[src/rtl/fighter_pkg.sv]
// Shared fighter game-logic definitions: facing FSM encodings and screen defaults.
// Other game-logic blocks import this package too.
package fighter_pkg;

   localparam int COORD_W_DEF  = 7;
   localparam int GROUND_Y_DEF = 50;

   typedef logic [1:0] facing_state_t;

   localparam facing_state_t ST_NORMAL    = 2'd0;
   localparam facing_state_t ST_PEND_SWAP = 2'd1;
   localparam facing_state_t ST_SWAPPED   = 2'd2;
   localparam facing_state_t ST_PEND_NORM = 2'd3;

   function automatic logic is_pend(input facing_state_t s);
      return (s == ST_PEND_SWAP) || (s == ST_PEND_NORM);
   endfunction

   // Sprite1 keeps its old facing until a PEND state completes.
   function automatic logic faces_right(input facing_state_t s);
      return (s == ST_NORMAL) || (s == ST_PEND_SWAP);
   endfunction

endpackage

[src/rtl/facing_controller_if.sv]
// Bundle between movement/physics and the facing controller.
// The master is the game-logic side; the slave is the facing controller.
interface facing_controller_if import fighter_pkg::*; #(
   parameter int COORD_W = COORD_W_DEF
) ();

   logic               frame_tick;
   logic [COORD_W-1:0] sprite1_x;
   logic [COORD_W-1:0] sprite2_x;
   logic [COORD_W-1:0] sprite1_y;
   logic [COORD_W-1:0] sprite2_y;
   logic               sprite1_lock;
   logic               sprite2_lock;
   logic               sprite1_facing_right;
   logic               sprite2_facing_right;
   logic               turn_pulse;
   logic               turn_pending;

   modport master (
      output frame_tick, sprite1_x, sprite2_x, sprite1_y, sprite2_y,
             sprite1_lock, sprite2_lock,
      input  sprite1_facing_right, sprite2_facing_right, turn_pulse, turn_pending
   );

   modport slave (
      input  frame_tick, sprite1_x, sprite2_x, sprite1_y, sprite2_y,
             sprite1_lock, sprite2_lock,
      output sprite1_facing_right, sprite2_facing_right, turn_pulse, turn_pending
   );

endinterface

[src/rtl/facing_turn_timer.sv]
// Frame counter shared by both PEND states; done flags the last frame before a turn.
// Counts only on tick, clears on demand, and saturates instead of wrapping.
module facing_turn_timer #(
   parameter int TURN_DELAY = 4
) (
   input  logic clk,
   input  logic rst_n,
   input  logic clear,
   input  logic tick,
   output logic done
);

   localparam int CNT_W = $clog2(TURN_DELAY + 1);
   localparam logic [CNT_W-1:0] CNT_MAX  = CNT_W'(TURN_DELAY);
   localparam logic [CNT_W-1:0] CNT_LAST = CNT_W'(TURN_DELAY - 1);

   logic [CNT_W-1:0] count_q;
   logic [CNT_W-1:0] count_d;

   always_comb begin
      count_d = count_q;
      if (clear) begin
         count_d = '0;
      end else if (tick && (count_q != CNT_MAX)) begin
         count_d = count_q + 1'b1;
      end
   end

   always_ff @(posedge clk or negedge rst_n) begin
      if (!rst_n) begin
         count_q <= '0;
      end else begin
         count_q <= count_d;
      end
   end

   assign done = (count_q == CNT_LAST);

endmodule

[src/rtl/facing_controller.sv]
// Registered facing decision for both fighters, with a deadband, a frame-counted
// turn delay, and a turn lock while either fighter is airborne or attacking.
module facing_controller import fighter_pkg::*; #(
   parameter int COORD_W    = COORD_W_DEF,
   parameter int DEADBAND   = 2,
   parameter int TURN_DELAY = 4,
   parameter int GROUND_Y   = GROUND_Y_DEF
) (
   input  logic               clk,
   input  logic               rst_n,
   facing_controller_if.slave bus
);

   localparam logic signed [COORD_W:0] DB_S   = (COORD_W+1)'(DEADBAND);
   localparam logic [COORD_W-1:0]      GROUND = COORD_W'(GROUND_Y);

   logic signed [COORD_W:0] diff;
   logic signed [COORD_W:0] neg_diff;
   logic                    want_swap;
   logic                    want_norm;
   logic                    blocked;

   facing_state_t state_q;
   facing_state_t state_d;
   logic          facing_q;
   logic          facing_d;
   logic          pulse_q;
   logic          pulse_d;
   logic          pending_q;
   logic          pending_d;

   logic timer_clear;
   logic timer_tick;
   logic timer_done;

   // Zero-extended subtraction keeps 0 and max-coordinate as ordinary values.
   assign diff      = $signed({1'b0, bus.sprite1_x} - {1'b0, bus.sprite2_x});
   assign neg_diff  = -diff;
   assign want_swap = diff > DB_S;
   assign want_norm = neg_diff > DB_S;
   assign blocked   = bus.sprite1_lock | bus.sprite2_lock |
                      (bus.sprite1_y < GROUND) | (bus.sprite2_y < GROUND);

   facing_turn_timer #(
      .TURN_DELAY (TURN_DELAY)
   ) u_timer (
      .clk   (clk),
      .rst_n (rst_n),
      .clear (timer_clear),
      .tick  (timer_tick),
      .done  (timer_done)
   );

   // Cancel is checked before the final tick so a same-cycle cancel wins.
   always_comb begin
      state_d     = state_q;
      timer_clear = 1'b1;
      timer_tick  = 1'b0;
      case (state_q)
         ST_NORMAL: begin
            if (want_swap && !blocked) state_d = ST_PEND_SWAP;
         end
         ST_PEND_SWAP: begin
            if (!want_swap || blocked) begin
               state_d = ST_NORMAL;
            end else begin
               timer_clear = 1'b0;
               timer_tick  = bus.frame_tick;
               if (bus.frame_tick && timer_done) begin
                  state_d     = ST_SWAPPED;
                  timer_clear = 1'b1;
               end
            end
         end
         ST_SWAPPED: begin
            if (want_norm && !blocked) state_d = ST_PEND_NORM;
         end
         ST_PEND_NORM: begin
            if (!want_norm || blocked) begin
               state_d = ST_SWAPPED;
            end else begin
               timer_clear = 1'b0;
               timer_tick  = bus.frame_tick;
               if (bus.frame_tick && timer_done) begin
                  state_d     = ST_NORMAL;
                  timer_clear = 1'b1;
               end
            end
         end
         default: state_d = ST_NORMAL;
      endcase
   end

   always_comb begin
      facing_d  = faces_right(state_d);
      pulse_d   = facing_d != facing_q;
      pending_d = is_pend(state_d);
   end

   always_ff @(posedge clk or negedge rst_n) begin
      if (!rst_n) begin
         state_q   <= ST_NORMAL;
         facing_q  <= 1'b1;
         pulse_q   <= 1'b0;
         pending_q <= 1'b0;
      end else begin
         state_q   <= state_d;
         facing_q  <= facing_d;
         pulse_q   <= pulse_d;
         pending_q <= pending_d;
      end
   end

   assign bus.sprite1_facing_right = facing_q;
   assign bus.sprite2_facing_right = ~facing_q;
   assign bus.turn_pulse           = pulse_q;
   assign bus.turn_pending         = pending_q;

endmodule
[src/flat_wrapper.sv]
// flat-port wrapper written by rule: the top's interface ports become plain ports
module facing_controller_flat import fighter_pkg::*;
#(
   parameter int COORD_W    = COORD_W_DEF,
   parameter int DEADBAND   = 2,
   parameter int TURN_DELAY = 4,
   parameter int GROUND_Y   = GROUND_Y_DEF
)
  (clk, rst_n, bus_frame_tick, bus_sprite1_x, bus_sprite2_x, bus_sprite1_y, bus_sprite2_y, bus_sprite1_lock, bus_sprite2_lock, bus_sprite1_facing_right, bus_sprite2_facing_right, bus_turn_pulse, bus_turn_pending);
  facing_controller_if #(.COORD_W(COORD_W)) bus_i ();
  input  logic clk;
  input  logic rst_n;
  input wire logic [$bits(bus_i.frame_tick)-1:0] bus_frame_tick;
  input wire logic [$bits(bus_i.sprite1_x)-1:0] bus_sprite1_x;
  input wire logic [$bits(bus_i.sprite2_x)-1:0] bus_sprite2_x;
  input wire logic [$bits(bus_i.sprite1_y)-1:0] bus_sprite1_y;
  input wire logic [$bits(bus_i.sprite2_y)-1:0] bus_sprite2_y;
  input wire logic [$bits(bus_i.sprite1_lock)-1:0] bus_sprite1_lock;
  input wire logic [$bits(bus_i.sprite2_lock)-1:0] bus_sprite2_lock;
  output wire logic [$bits(bus_i.sprite1_facing_right)-1:0] bus_sprite1_facing_right;
  output wire logic [$bits(bus_i.sprite2_facing_right)-1:0] bus_sprite2_facing_right;
  output wire logic [$bits(bus_i.turn_pulse)-1:0] bus_turn_pulse;
  output wire logic [$bits(bus_i.turn_pending)-1:0] bus_turn_pending;
  assign bus_i.frame_tick = bus_frame_tick;
  assign bus_i.sprite1_x = bus_sprite1_x;
  assign bus_i.sprite2_x = bus_sprite2_x;
  assign bus_i.sprite1_y = bus_sprite1_y;
  assign bus_i.sprite2_y = bus_sprite2_y;
  assign bus_i.sprite1_lock = bus_sprite1_lock;
  assign bus_i.sprite2_lock = bus_sprite2_lock;
  assign bus_sprite1_facing_right = bus_i.sprite1_facing_right;
  assign bus_sprite2_facing_right = bus_i.sprite2_facing_right;
  assign bus_turn_pulse = bus_i.turn_pulse;
  assign bus_turn_pending = bus_i.turn_pending;
  facing_controller #(.COORD_W(COORD_W), .DEADBAND(DEADBAND), .TURN_DELAY(TURN_DELAY), .GROUND_Y(GROUND_Y)) u_core (.clk(clk), .rst_n(rst_n), .bus(bus_i));
endmodule
[config.mk]
export PLATFORM = sky130hd
export DESIGN_NAME = facing_controller_flat
export DESIGN_NICKNAME = d
export VERILOG_FILES = /design/src/rtl/fighter_pkg.sv /design/src/rtl/facing_controller_if.sv /design/src/rtl/facing_turn_timer.sv /design/src/rtl/facing_controller.sv /design/src/flat_wrapper.sv
export SDC_FILE = /design/constraint.sdc
export NUM_CORES = 1
export LEC_CHECK = 0
export BUFFER_PORTS_ARGS = -buffer_cell sky130_fd_sc_hd__buf_2
export CAP_MARGIN = 20
export CORE_MARGIN = 2
export CORE_UTILIZATION = 40
export CTS_CLUSTER_DIAMETER = 150
export DETAILED_ROUTE_END_ITERATION = 12
export HOLD_SLACK_MARGIN = 0.02
export PLACE_DENSITY = 0.68
export SLEW_MARGIN = 20
export SYNTH_ARGS = -nofsm -noshare
export SYNTH_HDL_FRONTEND = slang
export SYNTH_SLANG_ARGS = --single-unit
export TNS_END_PERCENT = 20
[constraint.sdc]
create_clock -name clk -period 1.87 [get_ports clk]
set_input_delay 0.187 -clock clk [delete_from_list [all_inputs] [get_ports clk]]
set_output_delay 0.187 -clock clk [all_outputs]
set_load 0.05 [all_outputs]
==> metrics.txt, run 1 <==
# TYPE chip_impl_metric gauge
chip_impl_metric{name="worst-slew-pin-transition",unit="ns"} 0.465
chip_impl_metric{name="setup-tns-final",unit="ns"} -3.23
chip_impl_metric{name="initial_antenna_violation_count",unit=""} 0
chip_impl_metric{name="ys_async_sr_fraction",unit="%"} 100
chip_impl_metric{name="placement_rows",unit=""} 17
chip_impl_metric{name="timing.max_cap.violations",unit=""} 0
chip_impl_metric{name="io_pins",unit=""} 37
chip_impl_metric{name="detailedPlacementHpwl",unit="mm"} 1.89
chip_impl_metric{name="p_per_area",unit="nW/um2"} 453
chip_impl_metric{name="timing.final.crit_period",unit="ns"} 2.40
chip_impl_info{name="synth-main-ff-cell",value="dfrtp_1"} 1
chip_impl_metric{name="synth_seq_area_share",unit="%"} 19.0
chip_impl_metric{name="cts_buffers",unit=""} 3
chip_impl_info{name="outcome",value="finished with violations"} 1
chip_impl_metric{name="antenna_left",unit=""} 0
chip_impl_info{name="worst_hold_path_type",value="in -> async"} 1
chip_impl_metric{name="finClkSkew",unit="ns"} 0.00439
chip_impl_metric{name="dpl_worst_slack",unit="ns"} -0.909
chip_impl_metric{name="power.ir.vdd_worst",unit="uV"} 309
chip_impl_info{name="synth.most_common_cell",value="inv_1"} 1
chip_impl_metric{name="net_count_of_the_finished_layout",unit=""} 221
chip_impl_metric{name="yosys_register_bits",unit=""} 7
chip_impl_info{name="path_class",value="in -> reg"} 1
chip_impl_metric{name="achievable-frequency",unit="MHz"} 417
chip_impl_metric{name="ys.warnings.count",unit=""} 0
chip_impl_metric{name="yosysUniqueCellTypes",unit=""} 43
chip_impl_metric{name="clockBufferDepth",unit=""} 2
chip_impl_metric{name="placed_cells_incl_taps",unit=""} 195
chip_impl_metric{name="final_layout_size_suffix_gt1_share",unit="%"} 49.4
chip_impl_metric{name="horizontal_extent_of_the_die",unit="um"} 52.2
chip_impl_metric{name="synth_top_area_share",unit="%"} 16.2
chip_impl_metric{name="setup_viol_count_final",unit=""} 7
chip_impl_metric{name="syn_area",unit="um2"} 928
chip_impl_metric{name="static_power_due_to_leakage",unit="nW"} 0.717
chip_impl_metric{name="final_core_util",unit="%"} 65.7
chip_impl_metric{name="pin_count_of_the_biggest_net_entering_global_routing",unit=""} 9
chip_impl_info{name="highest_metal_layer_used_by_the_detailed_router",value="met4"} 1
chip_impl_metric{name="grt_overflow_total",unit=""} 0
chip_impl_metric{name="design.die.area",unit="um2"} 2720
chip_impl_metric{name="synth_edf_count",unit=""} 0
chip_impl_metric{name="max_slew_violation_count",unit=""} 0
chip_impl_info{name="clock_tree.root_cell",value="clkbuf_4"} 1
chip_impl_metric{name="met2WireLength",unit="mm"} 1.22
chip_impl_metric{name="antennaDiodeCount",unit=""} 0
chip_impl_info{name="post_synth_main_area_contributors",value="dfrtp_1, ha_1, inv_1"} 1
chip_impl_metric{name="drc",unit=""} 0
chip_impl_info{name="critPathCaptureType",value="flop"} 1
chip_impl_metric{name="p_total",unit="W"} 0.000659
chip_impl_metric{name="worstSkewPairLatency",unit="ns"} 0.25
chip_impl_metric{name="cts.sink_count",unit=""} 7
chip_impl_metric{name="hold_viol_final",unit=""} 0
chip_impl_metric{name="synthesis.area_per_instance",unit="um2"} 8.22
chip_impl_metric{name="first_global_vias",unit=""} 980
chip_impl_metric{name="synth.net_count",unit=""} 159
chip_impl_metric{name="finalNonFillerCells",unit=""} 202
chip_impl_metric{name="drtPass1Iterations",unit=""} 4
chip_impl_metric{name="max_slew_margin",unit="%"} 68.7
chip_impl_metric{name="wl",unit="mm"} 2.33
chip_impl_metric{name="viasPerCell",unit=""} 5.16
chip_impl_metric{name="grtUsageTotal",unit="%"} 17.9
chip_impl_metric{name="dr.first_iter.drc_count",unit=""} 9
chip_impl_metric{name="fill_cells",unit=""} 192
chip_impl_metric{name="clk_pin_slew_worst_paths",unit="ns"} 0.06
chip_impl_info{name="post_synth_most_frequent_cells",value="inv_1, ha_1, nor2_1"} 1
chip_impl_metric{name="critical_path_required",unit="ns"} 2.00
chip_impl_metric{name="min_period_over_period",unit="%"} 128
chip_impl_metric{name="fp.dieH",unit="um"} 52.2
chip_impl_info{name="violations",value="setup timing"} 1
chip_impl_metric{name="vias",unit=""} 1042
chip_impl_metric{name="numPortBuffers",unit=""} 34
chip_impl_metric{name="routedWlPerCell",unit="um"} 11.5
chip_impl_metric{name="htree_num_levels",unit=""} 1
chip_impl_metric{name="met3_wirelength",unit="um"} 163
chip_impl_metric{name="post_synth_inst_count",unit=""} 113
chip_impl_metric{name="start_util",unit="%"} 42.0
chip_impl_info{name="worst_setup_path_start_kind",value="input port"} 1
chip_impl_info{name="rsz0062_at_grt",value="yes"} 1
chip_impl_metric{name="finalWorstSetupSlack",unit="ns"} -0.530
chip_impl_metric{name="fp.coreArea",unit="um2"} 2210
chip_impl_metric{name="worst_ep_arrival_time",unit="ns"} 2.53
chip_impl_metric{name="critical_path_peak_fanout",unit=""} 3
chip_impl_metric{name="detail_route.wirelength.met1",unit="um"} 931
chip_impl_metric{name="grt_pass1_wl",unit="mm"} 3.75
chip_impl_info{name="cts_tree",value="built"} 1
chip_impl_info{name="yosys.area.top_type",value="dfrtp_1"} 1
chip_impl_metric{name="place_congestion",unit=""} 0.714
chip_impl_metric{name="syn_to_final_growth",unit="%"} 56.6
[kinds of logic after synthesis]
logic type | after synthesis | share of synthesized area (%)
adder cells (fa/ha/maj) | 13 | 18.3
XOR/XNOR | 6 | 5.66
AO/OA/AOI/OAI | 27 | 23.0
buffers and inverters | 17 | 6.87
flip-flops | 7 | 19.0
multiplexers | 2 | 2.16
AND/OR/NAND/NOR | 41 | 24.9
[metrics by stage]
| step | instance area, um2 | hold WS, ns |
|---|---|---|
| floorplan | 942 | -0.109 |
| detailed placement | 1300 | 0.0286 |
| global route | 1450 | 0.323 |
| finish | 1450 | 0.299 |
| global placement | 1300 | 0.0251 |
| CTS | 1430 | 0.303 |
[state kept, by name, summed over array words and instances (netlist names)]
name                             count
u_core.u_timer.count_q               3
u_core.state_q                       2
u_core.bus.turn_pulse                1
u_core.bus.sprite1_facing_right      1
[worst paths after layout]
path,start,endpoint,slack [ns],cells after the start
max,bus_sprite1_x[0],u_core.bus.turn_pulse,-0.53,13
min,rst_n,u_core.state_q[0],0.30,2
max reg2reg,u_core.u_timer.count_q[0],u_core.bus.turn_pulse,0.23,5
min reg2reg,u_core.u_timer.count_q[0],u_core.u_timer.count_q[0],0.60,3
max in group asynchronous,rst_n,u_core.bus.sprite1_facing_right,1.34,2
min in group clk,bus_frame_tick,u_core.u_timer.count_q[0],0.31,4
[per-layer routing]
metal  global-route usage (%)  up-vias
met3                     3.71        4
met2                     36.7       43
met4                     3.85        0
met5                        0        -
li1                         -      528
met1                     18.2      467
[cell type report]
cell class              instances  area, um2  share of cell area, %
clock buffers                   4       26.3                   1.81
inverters                      17       66.3                   4.56
multi-input cells              89        795                   54.6
flip-flops and latches          7        176                   12.1
well taps                      28       35.0                   2.41
repair buffers                 57        355                   24.4
[critical path: stages]
cell and delay [ns]:
buf_6 0.09, inv_4 0.04, ha_4 0.12, inv_2 0.03
fa_2 0.37, a211oi_4 0.26, or4b_4 0.19, o2111ai_4 0.13
or2_4 0.30, o311a_4 0.40, nor3b_2 0.15, nand4_1 0.11
o311a_1 0.15
[power by group]
part	internal [W]	switching [W]	total, W
Clock	0.0000816	0.0000575	0.000139
Combinational	0.000195	0.000172	0.000367
Sequential	0.000153	0.000000740	0.000153
[layout by cell type (no fill, tap or decap), drive strengths merged, types with 2 or more instances in the layout]
cell type and n:
nand2 5, and3 3, nor3b 5, nor2 12, a21oi 4, inv 17
mux2i 2, xnor2 5, buf 56, nor3 2, dfrtp 6, o211ai 2
o311a 4, nand3 2, o21ai 6, ha 12, nor2b 3, clkbuf 4
[what timing repair did]
action / 4_1_cts / 5_1_grt
resized for setup: 18 / 4
endpoints found under the setup margin: 7 / 7
hold buffers: 1 / 0
hold endpoints to repair: 7 / 0
buffers inserted: 2 / 0
pin swaps: 13 / 8
(Power assumes the default switching activity.)
==> run 2: changes to the inputs <==
--- a/config.mk
+++ b/config.mk
@@ -12,7 +12,7 @@
 export CTS_CLUSTER_DIAMETER = 150
 export DETAILED_ROUTE_END_ITERATION = 12
 export HOLD_SLACK_MARGIN = 0.02
-export PLACE_DENSITY = 0.68
+export PLACE_DENSITY = 0.73
 export SLEW_MARGIN = 20
 export SYNTH_ARGS = -nofsm -noshare
 export SYNTH_HDL_FRONTEND = slang
==> run 2 against run 1 <==
Net effect: the run still ends with setup timing left; cell count decreased by 0.50%; sequential cell count unchanged; via count unchanged; first-iteration DRC count increased to 3.1 times the previous value; die area unchanged; worst setup slack got worse by 0.093 ns; critical endpoint is now u_core.u_timer.count_q[1]; highest routed layer unchanged.
==> metrics.txt, run 2 (synthesis gave the netlist of run 1 again) <==
# TYPE chip_impl_metric gauge
chip_impl_metric{name="ff2ff_path_depth",unit=""} 5
chip_impl_info{name="final_common_cell",value="buf_2"} 1
chip_impl_metric{name="grt_overflow_total",unit=""} 0
chip_impl_info{name="violations",value="setup timing"} 1
chip_impl_metric{name="dr.first_iter.drc_count",unit=""} 28
chip_impl_metric{name="critical_path_peak_fanout",unit=""} 4
chip_impl_metric{name="min_period_over_period",unit="%"} 133
chip_impl_metric{name="achievable-frequency",unit="MHz"} 401
chip_impl_metric{name="multi_input_combinational_cell_area",unit="um2"} 777
chip_impl_info{name="layout_top_registers",value="u_core.u_timer.count_q (3), u_core.state_q (2)"} 1
chip_impl_metric{name="fp.dieH",unit="um"} 52.2
chip_impl_metric{name="fp.coreArea",unit="um2"} 2210
chip_impl_metric{name="grtUsageTotal",unit="%"} 18.4
chip_impl_info{name="critPathLaunch",value="bus_sprite2_x[0]"} 1
chip_impl_metric{name="max_slew_margin",unit="%"} 67.6
chip_impl_metric{name="place_congestion",unit=""} 0.795
chip_impl_metric{name="numPortBuffers",unit=""} 34
chip_impl_metric{name="viasPerCell",unit=""} 5.18
chip_impl_metric{name="pin_count_of_the_biggest_net_entering_global_routing",unit=""} 9
chip_impl_metric{name="antenna_left",unit=""} 0
chip_impl_metric{name="grt_pass1_wl",unit="mm"} 3.88
chip_impl_metric{name="p_per_area",unit="nW/um2"} 444
chip_impl_metric{name="finalWorstSetupSlack",unit="ns"} -0.623
chip_impl_metric{name="drc",unit=""} 0
chip_impl_info{name="path_class",value="in -> reg"} 1
chip_impl_metric{name="setup_viol_count_final",unit=""} 7
chip_impl_metric{name="finalNonFillerCells",unit=""} 201
chip_impl_metric{name="design.die.area",unit="um2"} 2720
chip_impl_metric{name="antennaDiodeCount",unit=""} 0
chip_impl_metric{name="vias",unit=""} 1042
chip_impl_metric{name="largest_register_ffs",unit=""} 3
chip_impl_metric{name="syn_to_final_growth",unit="%"} 53.5
chip_impl_metric{name="timing.max_cap.violations",unit=""} 0
chip_impl_info{name="crit-reg2reg-capture",value="u_core.bus.turn_pulse"} 1
chip_impl_info{name="rsz0062_at_grt",value="yes"} 1
chip_impl_metric{name="max_slew_violation_count",unit=""} 0
chip_impl_metric{name="timing.final.crit_period",unit="ns"} 2.49
chip_impl_metric{name="horizontal_extent_of_the_die",unit="um"} 52.2
chip_impl_metric{name="worstSkewPairLatency",unit="ns"} 0.25
chip_impl_metric{name="routedWlPerCell",unit="um"} 11.6
chip_impl_info{name="critPathCaptureType",value="flop"} 1
chip_impl_metric{name="final_core_util",unit="%"} 64.4
chip_impl_info{name="cts_tree",value="built"} 1
chip_impl_metric{name="fill_cells",unit=""} 183
chip_impl_info{name="regToRegStartpoint",value="u_core.u_timer.count_q[0]"} 1
chip_impl_metric{name="reg2reg_setup_slack",unit="ns"} 0.25
chip_impl_metric{name="static_power_due_to_leakage",unit="nW"} 0.690
chip_impl_metric{name="seq_cell_area",unit="um2"} 176
chip_impl_info{name="most_used_cells_in_the_layout_excluding_fill_and_tap_cells",value="buf_2, buf_4, inv_1"} 1
chip_impl_metric{name="cts.sink_count",unit=""} 7
chip_impl_info{name="worst_hold_path_type",value="in -> async"} 1
chip_impl_metric{name="first_global_vias",unit=""} 1009
chip_impl_metric{name="initial_antenna_violation_count",unit=""} 0
chip_impl_metric{name="detailedPlacementHpwl",unit="mm"} 1.94
chip_impl_metric{name="start_util",unit="%"} 42.0
chip_impl_metric{name="setup-tns-final",unit="ns"} -3.89
chip_impl_metric{name="power.ir.vdd_worst",unit="uV"} 326
chip_impl_metric{name="finClkSkew",unit="ns"} 0.00707
chip_impl_metric{name="hold_viol_final",unit=""} 0
chip_impl_metric{name="clk_pin_slew_worst_paths",unit="ns"} 0.05
chip_impl_metric{name="critical_path_required",unit="ns"} 2.04
chip_impl_info{name="outcome",value="finished with violations"} 1
chip_impl_metric{name="worst-slew-pin-transition",unit="ns"} 0.482
chip_impl_metric{name="wl",unit="mm"} 2.33
chip_impl_info{name="regMostFlops",value="u_core.u_timer.count_q"} 1
chip_impl_metric{name="io_pins",unit=""} 37
chip_impl_metric{name="placed_cells_incl_taps",unit=""} 193
chip_impl_metric{name="placement_rows",unit=""} 17
chip_impl_metric{name="final_layout_size_suffix_gt1_share",unit="%"} 47.4
chip_impl_metric{name="cts_buffers",unit=""} 3
chip_impl_info{name="worst_setup_path_start_kind",value="input port"} 1
chip_impl_metric{name="htree_num_levels",unit=""} 1
chip_impl_metric{name="worst_ep_arrival_time",unit="ns"} 2.67
chip_impl_metric{name="clockBufferDepth",unit=""} 2
chip_impl_metric{name="drtPass1Iterations",unit=""} 4
chip_impl_info{name="clock_tree.root_cell",value="clkbuf_4"} 1
chip_impl_metric{name="net_count_of_the_finished_layout",unit=""} 220
run 2: what timing repair did:
action | in CTS | in global routing
gates resized for setup | 5 | 12
gates cloned | 0 | 0
hold buffers | 1 | 0
hold endpoints to repair | 7 | 0
setup buffers | 2 | 1
setup endpoints to repair | 7 | 7
pin swaps | 7 | 10
run 2: stage by stage:
stage / instance area [um2] / setup slack (ns) / hold WS [ns] / power (W)
after floorplan: 942 / -0.674 / -0.109 / 0.000334
after global placement: 1280 / -0.856 / 0.0199 / 0.000449
after global routing: 1430 / -0.728 / 0.310 / 0.000682
after detailed placement: 1280 / -0.959 / 0.0249 / 0.000459
final: 1430 / -0.623 / 0.290 / 0.000633
after CTS: 1360 / -0.650 / 0.280 / 0.000616
run 2: report_power, final:
group | leakage (nW) | internal (W) | switching [W]
clock network | 0.0150 | 0.0000814 | 0.0000547
registers | 0.0887 | 0.000153 | 0.000000655
logic | 0.586 | 0.000180 | 0.000164
run 2: routing by layer:
metal	routed length [um]	part of all wire (%)	vias to the layer above	GRT usage, %
li1	-	-	527	-
met2	1230	52	32	36.3
met3	137	5.9	2	3.71
met1	955	41	481	20.9
met4	15	0.64	0	1.28
met5	0	0	-	0
run 2: area by class of cell:
type                    count  share of cell area (%)
flip-flops and latches      7                    12.4
multi-input cells          89                    54.5
well taps                  28                    2.46
repair buffers             56                    24.1
inverters                  17                    4.65
clock buffers               4                    1.84
run 2: worst max path at each step:
stage                           endpoint  slack (ns)  cells past startpoint
3_5_place_dp       u_core.bus.turn_pulse       -0.96                     13
5_1_grt        u_core.u_timer.count_q[1]       -0.73                     15
3_3_place_gp       u_core.bus.turn_pulse       -0.86                     13
2_1_floorplan      u_core.bus.turn_pulse       -0.67                     12
4_1_cts            u_core.bus.turn_pulse       -0.65                     15
6_report       u_core.u_timer.count_q[1]       -0.62                     15
run 2: critical path, stage by stage:
cell       delay, ns
buf_2           0.11
ha_4            0.15
inv_2           0.05
fa_2            0.23
a211oi_4        0.07
buf_4           0.14
or4b_4          0.54
o2111ai_4       0.10
buf_4           0.15
xor2_2          0.13
nor3_2          0.06
o211ai_2        0.24
a41oi_1         0.15
buf_4           0.19
nor3b_2         0.17
==> run 3: changes to the inputs <==
--- a/config.mk
+++ b/config.mk
@@ -8,11 +8,11 @@
 export BUFFER_PORTS_ARGS = -buffer_cell sky130_fd_sc_hd__buf_2
 export CAP_MARGIN = 20
 export CORE_MARGIN = 2
-export CORE_UTILIZATION = 40
+export CORE_UTILIZATION = 48
 export CTS_CLUSTER_DIAMETER = 150
 export DETAILED_ROUTE_END_ITERATION = 12
 export HOLD_SLACK_MARGIN = 0.02
-export PLACE_DENSITY = 0.73
+export PLACE_DENSITY = 0.84
 export SLEW_MARGIN = 20
 export SYNTH_ARGS = -nofsm -noshare
 export SYNTH_HDL_FRONTEND = slang
==> run 3 against run 2 <==
Net effect: the flow still finishes with violations (setup timing); first-iteration DRC count fell by 46%; sequential share of layout area rose by 0.76 points; via count rose by 0.96%; wire length rose by 4.2%; register-to-register slack barely moved; fmax rose by 1.8%.
==> metrics.txt, run 3 (synthesis gave the netlist of run 1 again) <==
# TYPE chip_impl_metric gauge
chip_impl_metric{name="power_switching",unit="W"} 0.000226
chip_impl_info{name="worst_hold_path_type",value="in -> async"} 1
chip_impl_info{name="path_class",value="in -> reg"} 1
chip_impl_metric{name="design.die.area",unit="um2"} 2300
chip_impl_metric{name="finalNonFillerCells",unit=""} 193
chip_impl_info{name="worstPathCellList",value="buf_2, inv_2, ha_4, inv_2, fa_2, a211oi_4, nor2_2, xnor2_2, or4_4, a21oi_2, o211ai_2, and4_4, o311a_1"} 1
chip_impl_info{name="violations",value="setup timing"} 1
chip_impl_metric{name="placement_rows",unit=""} 15
chip_impl_metric{name="critical_path_peak_fanout",unit=""} 3
chip_impl_metric{name="antennaDiodeCount",unit=""} 0
chip_impl_metric{name="syn_to_final_growth",unit="%"} 44.6
chip_impl_metric{name="initial_antenna_violation_count",unit=""} 0
chip_impl_metric{name="cts.sink_count",unit=""} 7
chip_impl_metric{name="grt_overflow_total",unit=""} 0
chip_impl_metric{name="io_pins",unit=""} 37
chip_impl_info{name="outcome",value="finished with violations"} 1
chip_impl_metric{name="power_switching_share",unit="%"} 36.3
chip_impl_metric{name="power.ir.vdd_worst",unit="uV"} 396
chip_impl_metric{name="placed_cells_incl_taps",unit=""} 188
chip_impl_metric{name="worst_ep_arrival_time",unit="ns"} 2.60
chip_impl_metric{name="grtUsageTotal",unit="%"} 24.5
chip_impl_metric{name="hold_viol_final",unit=""} 0
chip_impl_info{name="crit_slowest_cell",value="or4_4"} 1
chip_impl_metric{name="max_slew_violation_count",unit=""} 0
chip_impl_metric{name="htree_num_levels",unit=""} 1
chip_impl_info{name="worst_setup_path_start_kind",value="input port"} 1
chip_impl_metric{name="wl",unit="mm"} 2.43
chip_impl_metric{name="min_period_over_period",unit="%"} 131
chip_impl_metric{name="final_layout_size_suffix_gt1_share",unit="%"} 42.3
chip_impl_metric{name="clockBufferDepth",unit=""} 2
chip_impl_metric{name="first_global_vias",unit=""} 1029
chip_impl_metric{name="cts_buffers",unit=""} 3
chip_impl_info{name="critPathCaptureType",value="flop"} 1
chip_impl_metric{name="dr.first_iter.drc_count",unit=""} 15
chip_impl_metric{name="setup-tns-final",unit="ns"} -3.40
chip_impl_metric{name="grt_pass1_wl",unit="mm"} 3.85
chip_impl_info{name="crit_top_cell",value="inv_2"} 1
chip_impl_metric{name="worst-slew-pin-transition",unit="ns"} 0.506
chip_impl_metric{name="achievable-frequency",unit="MHz"} 409
chip_impl_metric{name="power_frac_comb",unit="%"} 51.1
chip_impl_info{name="most_used_cells_in_the_layout_excluding_fill_and_tap_cells",value="buf_2, inv_1, buf_4"} 1
chip_impl_info{name="rsz0062_at_grt",value="yes"} 1
chip_impl_metric{name="timing.final.crit_period",unit="ns"} 2.45
chip_impl_metric{name="cts.repair_timing.setup_buffer_count",unit=""} 0
chip_impl_metric{name="fill_cells",unit=""} 144
chip_impl_metric{name="intPower",unit="W"} 0.000397
chip_impl_metric{name="layout.cell_area.non_filler",unit="um2"} 1340
chip_impl_metric{name="antenna_left",unit=""} 0
chip_impl_metric{name="finClkSkew",unit="ns"} 0.00111
chip_impl_metric{name="p_per_area",unit="nW/um2"} 464
chip_impl_metric{name="pwr-share-seq",unit="%"} 24.6
chip_impl_metric{name="start_util",unit="%"} 52.6
chip_impl_metric{name="final_core_util",unit="%"} 76.1
chip_impl_metric{name="static_power_due_to_leakage",unit="nW"} 0.663
chip_impl_info{name="clock_tree.root_cell",value="clkbuf_4"} 1
chip_impl_metric{name="detailedPlacementHpwl",unit="mm"} 2.06
chip_impl_info{name="cts_tree",value="built"} 1
chip_impl_metric{name="finalWorstSetupSlack",unit="ns"} -0.578
chip_impl_info{name="final_common_cell",value="buf_2"} 1
chip_impl_metric{name="horizontal_extent_of_the_die",unit="um"} 48.0
chip_impl_metric{name="drtPass1Iterations",unit=""} 4
chip_impl_metric{name="fp.coreArea",unit="um2"} 1760
chip_impl_metric{name="clkPwrFrac",unit="%"} 24.3
chip_impl_metric{name="largest_register_ffs",unit=""} 3
chip_impl_metric{name="critical_path_required",unit="ns"} 2.03
chip_impl_metric{name="dpl_cell_area",unit="um2"} 1260
chip_impl_metric{name="routedWlPerCell",unit="um"} 12.6
chip_impl_metric{name="timing.max_cap.violations",unit=""} 0
chip_impl_info{name="layout_top_registers",value="u_core.u_timer.count_q (3), u_core.state_q (2)"} 1
chip_impl_metric{name="net_count_of_the_finished_layout",unit=""} 215
chip_impl_metric{name="max_stage_delay",unit="ns"} 0.53
chip_impl_metric{name="clk_pin_slew_worst_paths",unit="ns"} 0.06
chip_impl_metric{name="pin_count_of_the_biggest_net_entering_global_routing",unit=""} 10
chip_impl_metric{name="fp.dieH",unit="um"} 48.0
chip_impl_metric{name="worstSkewPairLatency",unit="ns"} 0.27
chip_impl_metric{name="numPortBuffers",unit=""} 34
chip_impl_metric{name="max_slew_margin",unit="%"} 66.0
chip_impl_metric{name="setup_viol_count_final",unit=""} 7
chip_impl_metric{name="vias",unit=""} 1052
chip_impl_info{name="regMostFlops",value="u_core.u_timer.count_q"} 1
chip_impl_metric{name="reg2reg_setup_slack",unit="ns"} 0.25
chip_impl_metric{name="place_congestion",unit=""} 0.775
chip_impl_metric{name="viasPerCell",unit=""} 5.45
chip_impl_metric{name="drc",unit=""} 0
## run 3: area by class of cell
cell class	instances	area [um2]	share of cell area, %
multi-input combinational	89	741	55.2
timing repair buffer	51	304	22.6
clock buffer	4	26.3	1.96
sequential	7	176	13.1
tap	25	31.3	2.33
inverter	17	63.8	4.75
## run 3: per-stage QoR
stage          worst slack (ns)  power [W]  hold WS (ns)
2_1_floorplan            -0.674   0.000334        -0.109
3_3_place_gp             -0.838   0.000438        0.0196
3_5_place_dp             -0.964   0.000453        0.0246
4_1_cts                  -0.624   0.000609         0.280
5_1_grt                  -0.683   0.000665         0.300
6_report                 -0.578   0.000623         0.278
## run 3: timing repair
action / in CTS / in global routing
pin swaps: 3 / 1
endpoints found under the setup margin: 7 / 7
hold endpoints to repair: 7 / 0
hold buffers: 1 / 0
resized for setup: 3 / 7
## run 3: critical path: cells and delay by family
kind	cells	cell delay, ns
AO/OA/AOI/OAI	4	0.80
XOR/XNOR	1	0.14
adder cells (fa/ha/maj)	2	0.49
buffers and inverters	3	0.18
AND/OR/NAND/NOR	3	0.80
## run 3: final timing paths
path / start / end / cells past startpoint
worst max-delay path: bus_sprite1_x[0] / u_core.bus.turn_pulse / 13
worst min-delay path: rst_n / u_core.u_timer.count_q[0] / 2
worst max register to register: u_core.u_timer.count_q[0] / u_core.bus.turn_pulse / 5
worst min register to register: u_core.u_timer.count_q[0] / u_core.u_timer.count_q[0] / 3
max in group asynchronous: rst_n / u_core.bus.sprite1_facing_right / 2
min in group clk: bus_frame_tick / u_core.u_timer.count_q[0] / 4
## run 3: metal layers
metal / global-route usage [%] / part of all wire, %
met3: 6.42 / 4.7
met1: 22.1 / 38
met4: 7.03 / 2.1
met2: 51.2 / 55
met5: 0 / 0
## run 3: power groups by stage
| stage | combinational [W] | clock (W) | sequential [W] |
|---|---|---|---|
| after detailed placement | 0.000297 | 0 | 0.000156 |
| after global routing | 0.000353 | 0.000159 | 0.000153 |
| after floorplan | 0.000175 | 0 | 0.000159 |
| after global placement | 0.000282 | 0 | 0.000156 |
| after CTS | 0.000305 | 0.000150 | 0.000153 |
| final | 0.000318 | 0.000152 | 0.000153 |
